**config.mk**
```make
export PLATFORM = sky130hd
export DESIGN_NAME = prog_loader
export DESIGN_NICKNAME = d
export VERILOG_FILES = /design/src/rtl/prog_loader_pkg.sv /design/src/rtl/prog_loader_byte_timer.sv /design/src/rtl/prog_loader.sv
export SDC_FILE = /design/constraint.sdc
export NUM_CORES = 1
export LEC_CHECK = 0
export ABC_CLOCK_PERIOD_IN_PS = 2700
export CAP_MARGIN = 20
export CORE_MARGIN = 3
export CORE_UTILIZATION = 30
export CTS_CLUSTER_SIZE = 14
export DETAILED_ROUTE_END_ITERATION = 10
export GPL_TIMING_DRIVEN = 0
export SYNTH_ARGS = -nofsm -noshare
export SYNTH_HDL_FRONTEND = slang
export SYNTH_SLANG_ARGS = --single-unit
```
**constraint.sdc**
```tcl
create_clock -name clk -period 2.7 [get_ports clk]
set_clock_uncertainty 0.05 [all_clocks]
set_input_delay 0.405 -clock clk [delete_from_list [all_inputs] [get_ports clk]]
set_output_delay 0.405 -clock clk [all_outputs]
set_load 0.02 [all_outputs]
```
**src/rtl/prog_loader_pkg.sv**
```systemverilog
// Shared types and constants for the UART program loader.
package prog_loader_pkg;

  typedef enum logic [2:0] {
    ST_IDLE,
    ST_COUNT,
    ST_LO,
    ST_HI,
    ST_CHK,
    ST_DONE,
    ST_ERR
  } state_e;

  localparam logic [7:0]  SYNC_BYTE       = 8'hA5;
  localparam int unsigned TIMEOUT_DEFAULT = 1000;

  // States in which a frame is open and the inter-byte timer runs.
  function automatic logic in_frame(input state_e s);
    return (s == ST_COUNT) || (s == ST_LO) || (s == ST_HI) || (s == ST_CHK);
  endfunction

endpackage

```
**src/rtl/prog_loader_byte_timer.sv**
```systemverilog
// Reloadable inter-byte down-counter; expire_o pulses one cycle after TIMEOUT
// idle cycles, so the FSM can react on the TIMEOUT-th edge. TIMEOUT must be >= 2.
module byte_timer
  import prog_loader_pkg::*;
#(
  parameter int unsigned TIMEOUT = TIMEOUT_DEFAULT
) (
  input  logic clk,
  input  logic rst,
  input  logic run_i,
  input  logic load_i,
  output logic expire_o
);

  localparam int unsigned    CNT_W  = $clog2(TIMEOUT + 1);
  localparam logic [CNT_W-1:0] RELOAD = CNT_W'(TIMEOUT - 1);

  logic [CNT_W-1:0] cnt_q, cnt_d;
  logic             expire_q, expire_d;

  always_comb begin
    cnt_d    = cnt_q;
    expire_d = 1'b0;
    if (!run_i) begin
      cnt_d = '0;
    end else if (load_i) begin
      cnt_d = RELOAD;
    end else if (cnt_q == CNT_W'(1)) begin
      cnt_d    = '0;
      expire_d = 1'b1;
    end else if (cnt_q != '0) begin
      cnt_d = cnt_q - CNT_W'(1);
    end
  end

  always_ff @(posedge clk) begin
    if (rst) begin
      cnt_q    <= '0;
      expire_q <= 1'b0;
    end else begin
      cnt_q    <= cnt_d;
      expire_q <= expire_d;
    end
  end

  assign expire_o = expire_q;

endmodule

```
**src/rtl/prog_loader.sv**
```systemverilog
// Receives a SYNC/N/data/CHK frame over UART bytes and writes 16-bit words
// into program memory, holding the CPU while a load is in progress.
module prog_loader
  import prog_loader_pkg::*;
#(
  parameter int unsigned ADDR_W  = 4,
  parameter int unsigned TIMEOUT = TIMEOUT_DEFAULT
) (
  input  logic              clk,
  input  logic              rst,
  input  logic [7:0]        rx_data,
  input  logic              rx_valid,
  output logic              mem_we,
  output logic [ADDR_W-1:0] mem_addr,
  output logic [15:0]       mem_wdata,
  output logic              cpu_hold,
  output logic              done,
  output logic              err
);

  localparam int unsigned DEPTH = 2 ** ADDR_W;

  state_e            state_q, state_d;
  logic [ADDR_W-1:0] addr_q, addr_d;
  logic [ADDR_W-1:0] last_q, last_d;
  logic [7:0]        sum_q, sum_d;
  logic [7:0]        lo_q, lo_d;
  logic              mem_we_q, mem_we_d;
  logic [ADDR_W-1:0] mem_addr_q, mem_addr_d;
  logic [15:0]       mem_wdata_q, mem_wdata_d;
  logic              cpu_hold_q, done_q, err_q;
  logic              expire;

  byte_timer #(.TIMEOUT(TIMEOUT)) u_timer (
    .clk      (clk),
    .rst      (rst),
    .run_i    (in_frame(state_d)),
    .load_i   (rx_valid),
    .expire_o (expire)
  );

  always_comb begin
    state_d     = state_q;
    addr_d      = addr_q;
    last_d      = last_q;
    sum_d       = sum_q;
    lo_d        = lo_q;
    mem_we_d    = 1'b0;
    mem_addr_d  = mem_addr_q;
    mem_wdata_d = mem_wdata_q;

    case (state_q)
      ST_IDLE: begin
        if (rx_valid && (rx_data == SYNC_BYTE)) state_d = ST_COUNT;
      end
      ST_COUNT: begin
        if (rx_valid) begin
          if ((rx_data == 8'd0) || (32'(rx_data) > DEPTH)) begin
            state_d = ST_ERR;
          end else begin
            // Keep N-1 so the last-word compare is a plain equality on the address.
            last_d  = ADDR_W'(rx_data - 8'd1);
            addr_d  = '0;
            sum_d   = '0;
            state_d = ST_LO;
          end
        end
      end
      ST_LO: begin
        if (rx_valid) begin
          lo_d    = rx_data;
          sum_d   = sum_q + rx_data;
          state_d = ST_HI;
        end
      end
      ST_HI: begin
        if (rx_valid) begin
          sum_d       = sum_q + rx_data;
          mem_we_d    = 1'b1;
          mem_addr_d  = addr_q;
          mem_wdata_d = {rx_data, lo_q};
          if (addr_q == last_q) begin
            state_d = ST_CHK;
          end else begin
            addr_d  = addr_q + ADDR_W'(1);
            state_d = ST_LO;
          end
        end
      end
      ST_CHK: begin
        if (rx_valid) state_d = (rx_data == sum_q) ? ST_DONE : ST_ERR;
      end
      ST_DONE, ST_ERR: begin
        state_d = ST_IDLE;
      end
      default: begin
        state_d = ST_IDLE;
      end
    endcase

    // A byte on the expiry edge still counts as arriving in time.
    if (in_frame(state_q) && !rx_valid && expire) state_d = ST_ERR;
  end

  always_ff @(posedge clk) begin
    if (rst) begin
      state_q     <= ST_IDLE;
      addr_q      <= '0;
      last_q      <= '0;
      sum_q       <= '0;
      lo_q        <= '0;
      mem_we_q    <= 1'b0;
      mem_addr_q  <= '0;
      mem_wdata_q <= '0;
      cpu_hold_q  <= 1'b0;
      done_q      <= 1'b0;
      err_q       <= 1'b0;
    end else begin
      state_q     <= state_d;
      addr_q      <= addr_d;
      last_q      <= last_d;
      sum_q       <= sum_d;
      lo_q        <= lo_d;
      mem_we_q    <= mem_we_d;
      mem_addr_q  <= mem_addr_d;
      mem_wdata_q <= mem_wdata_d;
      cpu_hold_q  <= (state_d != ST_IDLE);
      done_q      <= (state_d == ST_DONE);
      err_q       <= (state_d == ST_ERR);
    end
  end

  assign mem_we    = mem_we_q;
  assign mem_addr  = mem_addr_q;
  assign mem_wdata = mem_wdata_q;
  assign cpu_hold  = cpu_hold_q;
  assign done      = done_q;
  assign err       = err_q;

endmodule

```
==> flow_metrics.tcl, run 1 <==
set metrics [dict create \
    status "finished, final reports clean" \
    clkTransAtPathRegs_ns 0.09 \
    synthXorXnorAreaFrac 0.0600 \
    p_leak_uw 0.00136 \
    drv_slew 0 \
    core-area_mm2 0.00986 \
    synth-simple-area-share 0.233 \
    power_uw 1870 \
    drc 0 \
    h-tree-depth 3 \
    netlist-cell-type-count 52 \
    cts-hold-fix-buffers 0 \
    grt_antenna_before_repair 0 \
    vias 2646 \
    synthesis.area_per_instance_um2 8.47 \
    cts_buffers 9 \
    port_buffers 32 \
    wl_um 7320 \
    end_kind "flop" \
    clockRootBuffer "clkbuf_8" \
    min_period_ns 2.61 \
    grtUsageTotal 0.139 \
    crit_path_start_kind "input port" \
    start_util 0.311 \
    synth_fa_ha_area_frac 0.0595 \
    ys_warn_count 0 \
    grt_pass1_vias 2600 \
    insertion_delay_ns 0.35 \
    clockBufferDepth 2 \
    sw_frac_of_total 0.256 \
    slew_headroom 0.596 \
    drive_gt1_frac 0.102 \
    grt-ovfl-total 0 \
    row_count 36 \
    worstPathArrival_ns 2.81 \
    die_h_um 107 \
    synth_flop_cell "dfxtp_1" \
    period_share 0.966 \
    drtIter0Drc 185 \
    synthArstFlopShare 0 \
    synth_nets 387 \
    p_sw_uw 478 \
    critPathRequiredTime_ns 2.90 \
    hold_violations 0 \
    power_density_mw_per_mm2 486 \
    final_core_util 0.389 \
    place_congestion 0.792 \
    clock_sinks 62 \
    die_width_um 107 \
    crit_fanout 9 \
    synth_area_mm2 0.00307 \
    synth_top_family_by_area "simple AND/OR/NAND/NOR gates" \
    p_clk_frac 0.455 \
    io_pins 35 \
    fillers 978 \
    tightest_slew_ns 0.607 \
    place_hpwl_um 5170 \
    critPathKind "in2reg" \
    final_antenna_net_count 0 \
    grt_max_degree 14 \
    vias_per_cell 4.86 \
    wire_per_inst_um 13.4 \
    first_pass_iters 4 \
    synth-compound-area-share 0.159 \
    p_seq_frac 0.490 \
    nNetsFinal 432 \
    area_growth_pct 25.1 \
    maxCapViolations 0 \
    final-setup-viol-count 0 \
    fmax_mhz 383 \
    yosysSeqAreaShare 0.405 \
    synth-edff-count 0 \
    synth_mux_area_frac 0.0489 \
    syn_inst 362 \
    holdCritPathClass "in2reg" \
    ys_ff_latch 62 \
    comb_power_share 0.055 \
    dieArea_mm2 0.0115 \
    cts_tree "built" \
    antenna_cells 0 \
    irDropWorstVdd_mv 0.202 \
    p_int_uw 1390 \
    grt_pass1_wl_um 12600 \
]
==> per-stage QoR <==
| step | TNS (ns) | setup slack, ns | cell area (µm²) | cells | hold slack (ns) |
|---|---|---|---|---|---|
| after detailed placement | -10.27 | -0.743 | 3550 | 527 | 0.399 |
| after CTS | 0 | 0.00604 | 3810 | 543 | 0.300 |
| final | 0 | 0.0905 | 3840 | 545 | 0.315 |
| after floorplan | 0 | 0.207 | 3070 | 362 | 0.381 |
| after global routing | -0.0216 | -0.0216 | 3840 | 545 | 0.306 |
| after global placement | -9.04 | -0.711 | 3550 | 527 | 0.394 |
==> critical path: stages <==
cell and delay (ns):
clkdlybuf4s15_1 0.41, ha_2 0.40, nor4_4 0.33, nand3_1 0.13
nand2_1 0.11, nand3_2 0.15, or3_1 0.39, buf_6 0.15
a2111oi_4 0.32
==> per-layer routing <==
layer,track usage,vias up,wire [µm]
li1,-,1354,-
met1,0.181,1227,3540
met2,0.217,57,3400
met3,0.0409,8,281
met4,0.0521,0,89
met5,0,-,0
==> kinds of logic after synthesis <==
group	count (synthesis)
flip-flops	62
AND/OR/NAND/NOR	154
buffers and inverters	25
XOR/XNOR	21
AO/OA/AOI/OAI	73
adder cells (fa/ha/maj)	14
multiplexers	13
==> final cells by class <==
| type | instances | area, µm² | area share |
|---|---|---|---|
| multi-input combinational | 275 | 1790 | 0.465 |
| inverter | 5 | 18.8 | 0.00489 |
| tap | 133 | 166 | 0.0434 |
| buffer | 20 | 88.8 | 0.0231 |
| clock buffer | 9 | 124 | 0.0323 |
| sequential | 62 | 1240 | 0.323 |
| clock inverter | 7 | 78.8 | 0.0205 |
| timing repair buffer | 34 | 334 | 0.0871 |
==> cell usage after synthesis, types with 2 or more instances <==
library cell,number,share of area
nand2b_1,2,0.0041
buf_1,2,0.0024
nor3_1,8,0.013
nand3_1,6,0.0098
nor3b_1,7,0.017
mux2_2,2,0.0073
nor2b_1,4,0.0082
clkbuf_1,14,0.017
nand2_1,59,0.072
a21o_1,4,0.0098
buf_2,2,0.0033
nor4b_1,2,0.0057
a21oi_1,33,0.054
or3_1,6,0.012
nor4_1,5,0.010
a211oi_1,12,0.029
mux2i_1,9,0.029
inv_1,5,0.0061
and3_1,2,0.0041
o21ai_0,3,0.0049
xor2_1,6,0.017
a31oi_1,2,0.0041
o211ai_1,2,0.0049
dfxtp_1,62,0.40
a22oi_1,4,0.0098
xnor2_1,15,0.043
nand4_1,2,0.0041
ha_1,13,0.053
nor2_1,43,0.053
o21ai_1,3,0.0049
or4_1,2,0.0049
==> worst paths after layout <==
kind | from | endpoint | slack (ns) | cells past startpoint
worst min-delay path | rx_data[7] | mem_wdata[15] | 0.31 | 3
worst max-delay path | rx_data[2] | u_timer.expire_o | 0.09 | 9
worst max register to register | sum_q[1] | u_timer.expire_o | 0.27 | 8
worst min register to register | mem_addr[1] | mem_addr[1] | 0.40 | 2
==> timing repair <==
action | CTS | global route
setup buffers | 0 | 2
endpoints found under the setup margin | 9 | 9
cloned | 0 | 0
gates resized for setup | 14 | 9
==> power by group through the flow <==
stage	logic (µW)	clock network, µW	registers [µW]
floorplan	55.7	0	936
global placement	95.3	0	936
detailed placement	96.6	0	936
CTS	101	874	915
global route	113	924	915
finish	102	850	915
==> flip-flops by register name, summed over array words and instances, names as in the netlist <==
signal / cells
addr_q: 4
cpu_hold: 1
done: 1
err: 1
last_q: 4
lo_q: 8
mem_addr: 4
mem_wdata: 16
mem_we: 1
state_q: 3
sum_q: 8
u_timer.cnt_q: 10
u_timer.expire_o: 1
==> cell usage in the layout, fill, tap and decap left out, drive strengths merged, types with 3 or more instances in the layout <==
cell type	count
inv	8
nor2b	4
buf	8
nor2	43
or3	6
xnor2	15
xor2	6
a21o	4
dfxtp	62
a22oi	4
a211oi	12
nor4	5
nand3	6
o21ai	6
nor3b	7
nor3	9
clkdlybuf4s50	25
a21oi	33
nand2	59
ha	13
mux2i	10
clkbuf	24
mux2	3
Note: power is estimated with default switching activity, not from simulation.
==> run 2, diff against run 1 <==
Settings changed: CAP_MARGIN 20 to default.
==> results of run 2 <==
No change in the layout: final DEF, timing and power equal those of run 1.
